## src/rtl/mic1_pkg.sv

```systemverilog
// Shared MIC-1 front-panel types and widths.
package mic1_pkg;
  localparam int unsigned MPC_W      = 9;
  localparam int unsigned STEP_CNT_W = 32;

  typedef enum logic [1:0] {
    ST_IDLE,
    ST_HIGH,
    ST_LOW,
    ST_HALT
  } state_e;
endpackage

```

## src/rtl/mic1_step_clock_debounce.sv

```systemverilog
// Two-flop synchronizer, stable-level debouncer and registered rising-edge pulse.
module debounce #(
  parameter int unsigned DEBOUNCE_CYCLES = 500000
) (
  input  logic clk,
  input  logic rst_n,
  input  logic din,
  output logic rise
);
  localparam int unsigned CNT_W = $clog2(DEBOUNCE_CYCLES + 1);

  logic             sync1_q, sync2_q;
  logic             stable_q, stable_d;
  logic             stable_dly_q;
  logic             rise_q, rise_d;
  logic [CNT_W-1:0] cnt_q, cnt_d;

  always_comb begin
    stable_d = stable_q;
    cnt_d    = '0;
    if (sync2_q != stable_q) begin
      if (cnt_q == CNT_W'(DEBOUNCE_CYCLES - 1)) stable_d = sync2_q;
      else                                       cnt_d    = cnt_q + 1'b1;
    end
    rise_d = stable_q & ~stable_dly_q;
  end

  always_ff @(posedge clk or negedge rst_n) begin
    if (!rst_n) begin
      sync1_q      <= 1'b0;
      sync2_q      <= 1'b0;
      stable_q     <= 1'b0;
      stable_dly_q <= 1'b0;
      rise_q       <= 1'b0;
      cnt_q        <= '0;
    end else begin
      sync1_q      <= din;
      sync2_q      <= sync1_q;
      stable_q     <= stable_d;
      stable_dly_q <= stable_q;
      rise_q       <= rise_d;
      cnt_q        <= cnt_d;
    end
  end

  assign rise = rise_q;
endmodule

```

## src/rtl/mic1_step_clock.sv

```systemverilog
// MIC-1 core clock generator: debounced single step, rate-selectable free run,
// MPC breakpoint halt and microcycle counter.
module mic1_step_clock
  import mic1_pkg::*;
#(
  parameter int unsigned DEBOUNCE_CYCLES = 500000,
  parameter int unsigned PULSE_CYCLES    = 4,
  parameter int unsigned RATE_UNIT       = 1024
) (
  input  logic                  clock,
  input  logic                  reset,
  input  logic                  step_btn,
  input  logic                  run_sw,
  input  logic [2:0]            rate_sel,
  input  logic                  bp_en,
  input  logic [MPC_W-1:0]      bp_addr,
  input  logic [MPC_W-1:0]      mpc,
  output logic                  cpu_clk,
  output logic                  running,
  output logic                  halted,
  output logic [STEP_CNT_W-1:0] step_count
);
  localparam int unsigned PH_W        = $clog2(PULSE_CYCLES + 1);
  localparam int unsigned MIN_IVL     = 2 * PULSE_CYCLES;
  localparam int unsigned IVL_W       = $clog2((RATE_UNIT << 7) + MIN_IVL + 1);
  localparam int unsigned RESET_LIMIT = (RATE_UNIT < MIN_IVL) ? MIN_IVL : RATE_UNIT;

  state_e                state_q, state_d;
  logic [PH_W-1:0]       phase_q, phase_d;
  logic                  bp_arm_q, bp_arm_d;
  logic [STEP_CNT_W-1:0] step_count_q, step_count_d;
  logic                  cpu_clk_q, cpu_clk_d;
  logic                  run_s1_q, run_s2_q;
  logic [IVL_W-1:0]      ivl_cnt_q, ivl_cnt_d;
  logic [IVL_W-1:0]      limit_q, limit_d;
  logic [IVL_W-1:0]      nominal;
  logic                  step_req, run_req, ivl_en, last_phase, start, halted_c;

  debounce #(.DEBOUNCE_CYCLES(DEBOUNCE_CYCLES)) u_step_db (
    .clk  (clock),
    .rst_n(reset),
    .din  (step_btn),
    .rise (step_req)
  );

  assign ivl_en     = run_s2_q && (state_q != ST_HALT);
  assign run_req    = ivl_en && (ivl_cnt_q == limit_q - 1'b1);
  assign last_phase = (phase_q == PH_W'(PULSE_CYCLES - 1));

  // Interval length is latched at each restart so a rate change never truncates a period.
  always_comb begin
    nominal   = IVL_W'(RATE_UNIT) << rate_sel;
    if (nominal < IVL_W'(MIN_IVL)) nominal = IVL_W'(MIN_IVL);
    ivl_cnt_d = ivl_cnt_q + 1'b1;
    limit_d   = limit_q;
    if (!ivl_en || run_req) begin
      ivl_cnt_d = '0;
      limit_d   = nominal;
    end
  end

  always_ff @(posedge clock or negedge reset) begin
    if (!reset) begin
      state_q      <= ST_IDLE;
      phase_q      <= '0;
      bp_arm_q     <= 1'b0;
      step_count_q <= '0;
      cpu_clk_q    <= 1'b0;
      run_s1_q     <= 1'b0;
      run_s2_q     <= 1'b0;
      ivl_cnt_q    <= '0;
      limit_q      <= IVL_W'(RESET_LIMIT);
    end else begin
      state_q      <= state_d;
      phase_q      <= phase_d;
      bp_arm_q     <= bp_arm_d;
      step_count_q <= step_count_d;
      cpu_clk_q    <= cpu_clk_d;
      run_s1_q     <= run_sw;
      run_s2_q     <= run_s1_q;
      ivl_cnt_q    <= ivl_cnt_d;
      limit_q      <= limit_d;
    end
  end

  // bp_arm marks pulses that may stop at the breakpoint: run ticks, and single steps
  // taken from HALT so the core stays parked while the MPC still matches.
  // A run tick landing on the last LOW clock chains straight into HIGH (50% duty at minimum).
  always_comb begin
    state_d  = state_q;
    phase_d  = '0;
    bp_arm_d = bp_arm_q;
    start    = 1'b0;
    unique case (state_q)
      ST_IDLE: begin
        if (step_req || run_req) begin
          state_d  = ST_HIGH;
          bp_arm_d = run_req;
          start    = 1'b1;
        end
      end
      ST_HIGH: begin
        if (last_phase) state_d = ST_LOW;
        else            phase_d = phase_q + 1'b1;
      end
      ST_LOW: begin
        if (!last_phase) begin
          phase_d = phase_q + 1'b1;
        end else if (bp_arm_q && bp_en && (mpc == bp_addr)) begin
          state_d = ST_HALT;
        end else if (run_req) begin
          state_d  = ST_HIGH;
          bp_arm_d = 1'b1;
          start    = 1'b1;
        end else begin
          state_d = ST_IDLE;
        end
      end
      ST_HALT: begin
        if (!run_s2_q) begin
          state_d = ST_IDLE;
        end else if (step_req) begin
          state_d  = ST_HIGH;
          bp_arm_d = 1'b1;
          start    = 1'b1;
        end
      end
      default: state_d = ST_IDLE;
    endcase
    step_count_d = step_count_q + STEP_CNT_W'(start);
  end

  always_comb begin
    cpu_clk_d = (state_d == ST_HIGH);
    halted_c  = (state_q == ST_HALT);
  end

  assign cpu_clk    = cpu_clk_q;
  assign halted     = halted_c;
  assign running    = run_s2_q & ~halted_c;
  assign step_count = step_count_q;
endmodule

```

## config.mk

```make
export PLATFORM = sky130hd
export DESIGN_NAME = mic1_step_clock
export DESIGN_NICKNAME = d
export VERILOG_FILES = /design/src/rtl/mic1_pkg.sv /design/src/rtl/mic1_step_clock_debounce.sv /design/src/rtl/mic1_step_clock.sv
export SDC_FILE = /design/constraint.sdc
export NUM_CORES = 1
export LEC_CHECK = 0
export BUFFER_PORTS_ARGS = -buffer_cell sky130_fd_sc_hd__buf_2
export CAP_MARGIN = 40
export CORE_ASPECT_RATIO = 0.7
export CORE_MARGIN = 2
export CORE_UTILIZATION = 31
export CTS_BUF_LIST = sky130_fd_sc_hd__clkbuf_8
export DETAILED_ROUTE_END_ITERATION = 16
export PLACE_DENSITY = 0.5
export SLEW_MARGIN = 25
export SYNTH_ARGS = -nofsm -noshare
export SYNTH_HDL_FRONTEND = slang
export SYNTH_HIERARCHICAL = 1
export SYNTH_SLANG_ARGS = --single-unit
export TNS_END_PERCENT = 100
```

## constraint.sdc

```tcl
create_clock -name clock -period 3.1 [get_ports clock]
set_clock_uncertainty 0.05 [all_clocks]
set_input_delay 0.31 -clock clock [delete_from_list [all_inputs] [get_ports clock]]
set_output_delay 0.31 -clock clock [all_outputs]
set_load 0.01 [all_outputs]
```

==> reports/results.tsv <==
stage	metric	value	unit
cts	cts_buffers	9	
cts	htreeDepth	3	
cts	cts_buffer_depth	2	
yosys	ys.flop_type	dfrtp_1	
layout	regArea	2300	um2
die	initial_utilization	0.318	
layout	finalNetCount	582	
power_and_ir_drop	total_power	2320	uW
layout	multi_input_area	2420	um2
die	rows	37	
layout	nFillCells	1448	
setup_path	cp_slowest_cell	dfstp_2	
routing	wl_per_cell	13.6	um
setup_path	arrival	3480	ps
setup_path	criticalPathCategory	register to register	
die	die_h	107	um
yosys	synth_edf_count	0	
setup_path	max_stage_delay	560	ps
cts	clock_sinks	92	
yosys	synth-async-reset-ratio	1.00	
global_routing	antenna_found_initial	0	
yosys	synth_cell_types	55	
global_routing	grt_remaining_overflow	0	
die	die_w	151	um
routing	ant_nets	0	
setup_path	critPathMaxFanout	4	
routing	avgViaCountPerCell	4.65	
sta	fmax	305	MHz
sta	rsz0062_at_grt	yes	
placed_design	place_congestion	0.790	
yosys	synthMostInstantiatedCell	dfrtp_1	
setup_path	end_kind	register	
global_routing	grt_max_degree	53	
sta	slew_headroom	0.549	
cts	clk_pin_slew	90	ps
placed_design	hpwl	7400	um
setup_path	path_cells	inv_2 > ha_4 > xor2_2 > o2111ai_2 > nor4_4 > o2111ai_2 > or3_1 > o21ai_2 > ha_4 > ha_4 > nand4_1 > inv_2 > and2_4 > and3_4 > nand3_2 > xnor2_1	
sta	fin_ws	-180	ps
yosys	yosys_warnings	6	
routing	via_count	3462	
routing	initialDrtViolationCount	177	
cts	clock-root-buffer	clkbuf_8	
setup_path	crit_path_frequent_cell	ha_4	
sta	hold_violations	0	
routing	dr.pass1.iters	4	
global_routing	grt_pass1_vias	3457	
sta	period_needed	3280	ps
run	drv_cap	0	
cts	tritoncts	yes	
power_and_ir_drop	p_leak	0.00273	uW
hold_path	hp-class	input pin to register	
yosys	synth_seq_cells	92	
setup_path	r2r-start	limit_q[10]	
setup_path	worst-path-buf-inv	2	
sta	setup_tns	-1390	ps
status	violations	negative setup slack	
yosys	synthTopCellsByCount	dfrtp_1, xnor2_1, nor2_1, nand2_1, xor2_1	
sta	final.period_utilization	1.06	
yosys	syn_inst	440	
setup_path	crit_start	limit_q[10]	
yosys	avgSynthCellArea	10.6	um2
layout	drive_gt1_frac	0.287	
status	outcome	finished with violations	
setup_path	cp-start-kind	register	
yosys	synth.top_cell.area_share	0.487	
global_routing	grt_use_total	0.135	
sta	report.final.slew_viol_count	0	
die	io_pins	61	
sta	setup_violations	19	
die	die_area	16100	um2
layout	antenna_cells	0	
die	core_area	14700	um2
routing	routed_wl	10100	um
placed_design	portBuffers	60	
setup_path	crit_family	simple AND/OR/NAND/NOR gates	
global_routing	grt_pass1_wl	17000	um
hold_path	hp-start	rate_sel[0]	
yosys	synth_area_leaders	dfrtp_1, xnor2_1, xor2_1	
sta	tightest_slew	677	ps
power_and_ir_drop	power.density	396	nW/um2
cts	clk_latency	370	ps
power_and_ir_drop	vdd_ir_drop_max	0.000184	V
yosys	ys_seq_area_frac	0.492	
routing	drc	0	
yosys	syn_nets	477	
layout	area_growth	25.1	%
setup_path	worstPathRequired	3300	ps
yosys	yosysTopAreaCell	dfrtp_1	
yosys	synth_area	4680	um2
state kept, by name, summed over array words and instances (netlist names):
signal	flops
step_count	32
u_step_db/cnt_q	19
ivl_cnt_q	18
limit_q	9
phase_q	3
state_q	2
bp_arm_q	1
cpu_clk	1
run_s1_q	1
run_s2_q	1
u_step_db/rise	1
u_step_db/stable_dly_q	1
u_step_db/stable_q	1
u_step_db/sync1_q	1
u_step_db/sync2_q	1
kinds of logic (layout without fill, tap and decap cells):
kind of cell / count (synthesis) / after routing / synth area share
buffers and inverters: 20 / 130 / 0.0190
AOI/OAI and AO/OA: 37 / 37 / 0.0636
DFF: 92 / 92 / 0.492
xor gates and xnor gates: 81 / 81 / 0.152
and+or+nand+nor: 190 / 190 / 0.223
adders and majority gates: 11 / 11 / 0.0294
muxes: 9 / 9 / 0.0211
through the flow:
step / instance area (um2) / instances / hold slack, ps / setup slack, ps / util
finish: 5850 / 745 / 229 / -180 / 0.398
global route: 5850 / 745 / 230 / -389 / 0.398
CTS: 5820 / 743 / 204 / -191 / 0.395
detailed placement: 5510 / 722 / 290 / -238 / 0.375
global placement: 5510 / 722 / 289 / -124 / 0.375
floorplan: 4760 / 440 / -35.6 / -95.8 / -
metal layers:
layer  wire, um  track usage  part of all wire  vias up
li1           -            -                 -     1729
met1       5380        0.196              0.53     1661
met2       4140        0.194              0.41       64
met3        473       0.0357             0.047        8
met4        128       0.0434             0.013        0
met5          0            0                 0        -
area by class of cell:
type | instances | share of cell area
inverters | 16 | 0.0103
flip-flops and latches | 92 | 0.394
clock inverters | 6 | 0.0160
multi-input cells | 328 | 0.413
well taps | 195 | 0.0417
clock buffers | 10 | 0.0235
repair buffers | 98 | 0.102
path summary, 6_finish.rpt:
kind / endpoint / slack (ps) / cells after the start
max reg2reg: step_count[28] / -180 / 16
min: limit_q[17] / 230 / 2
max in group asynchronous: limit_q[10] / 1700 / 3
max: step_count[28] / -180 / 16
min reg2reg: run_s2_q / 310 / 0
min in group asynchronous: ivl_cnt_q[12] / 480 / 2
timing repair:
item / 4_1_cts / 5_1_grt
setup buffers: 2 / 3
pin swaps: 2 / 8
endpoints found under the hold margin: 52 / 0
resized for setup: 6 / 5
setup endpoints to repair: 25 / 26
hold buffers: 3 / 0
where the power goes:
| group | switching [uW] | internal, uW | total, uW |
|---|---|---|---|
| clock | 445 | 483 | 928 |
| sequential | 16.8 | 1210 | 1230 |
| combinational | 86.9 | 71.1 | 158 |
| total | 549 | 1770 | 2320 |
cell usage in the layout, fill, tap and decap left out, types with 3 or more instances in the layout:
master and count:
nand2_2 3, nor3b_1 4, inv_1 14, ha_1 8
dlygate4sd3_1 3, nor2_1 50, nand4_1 12, ha_4 3
xor2_1 26, o21ai_0 7, nand3_1 19, nand2b_1 3
nor3_1 9, and4_1 3, nand3_2 5, xnor2_1 53
a21oi_1 11, clkbuf_8 10, buf_2 59, or3_1 3
and3_1 14, and3b_1 5, dfrtp_1 90, buf_4 36
and3_4 4, mux2_2 7, nor4_1 6, nor2b_1 5
nand2_1 25
Note: power is estimated with default switching activity, not from simulation.
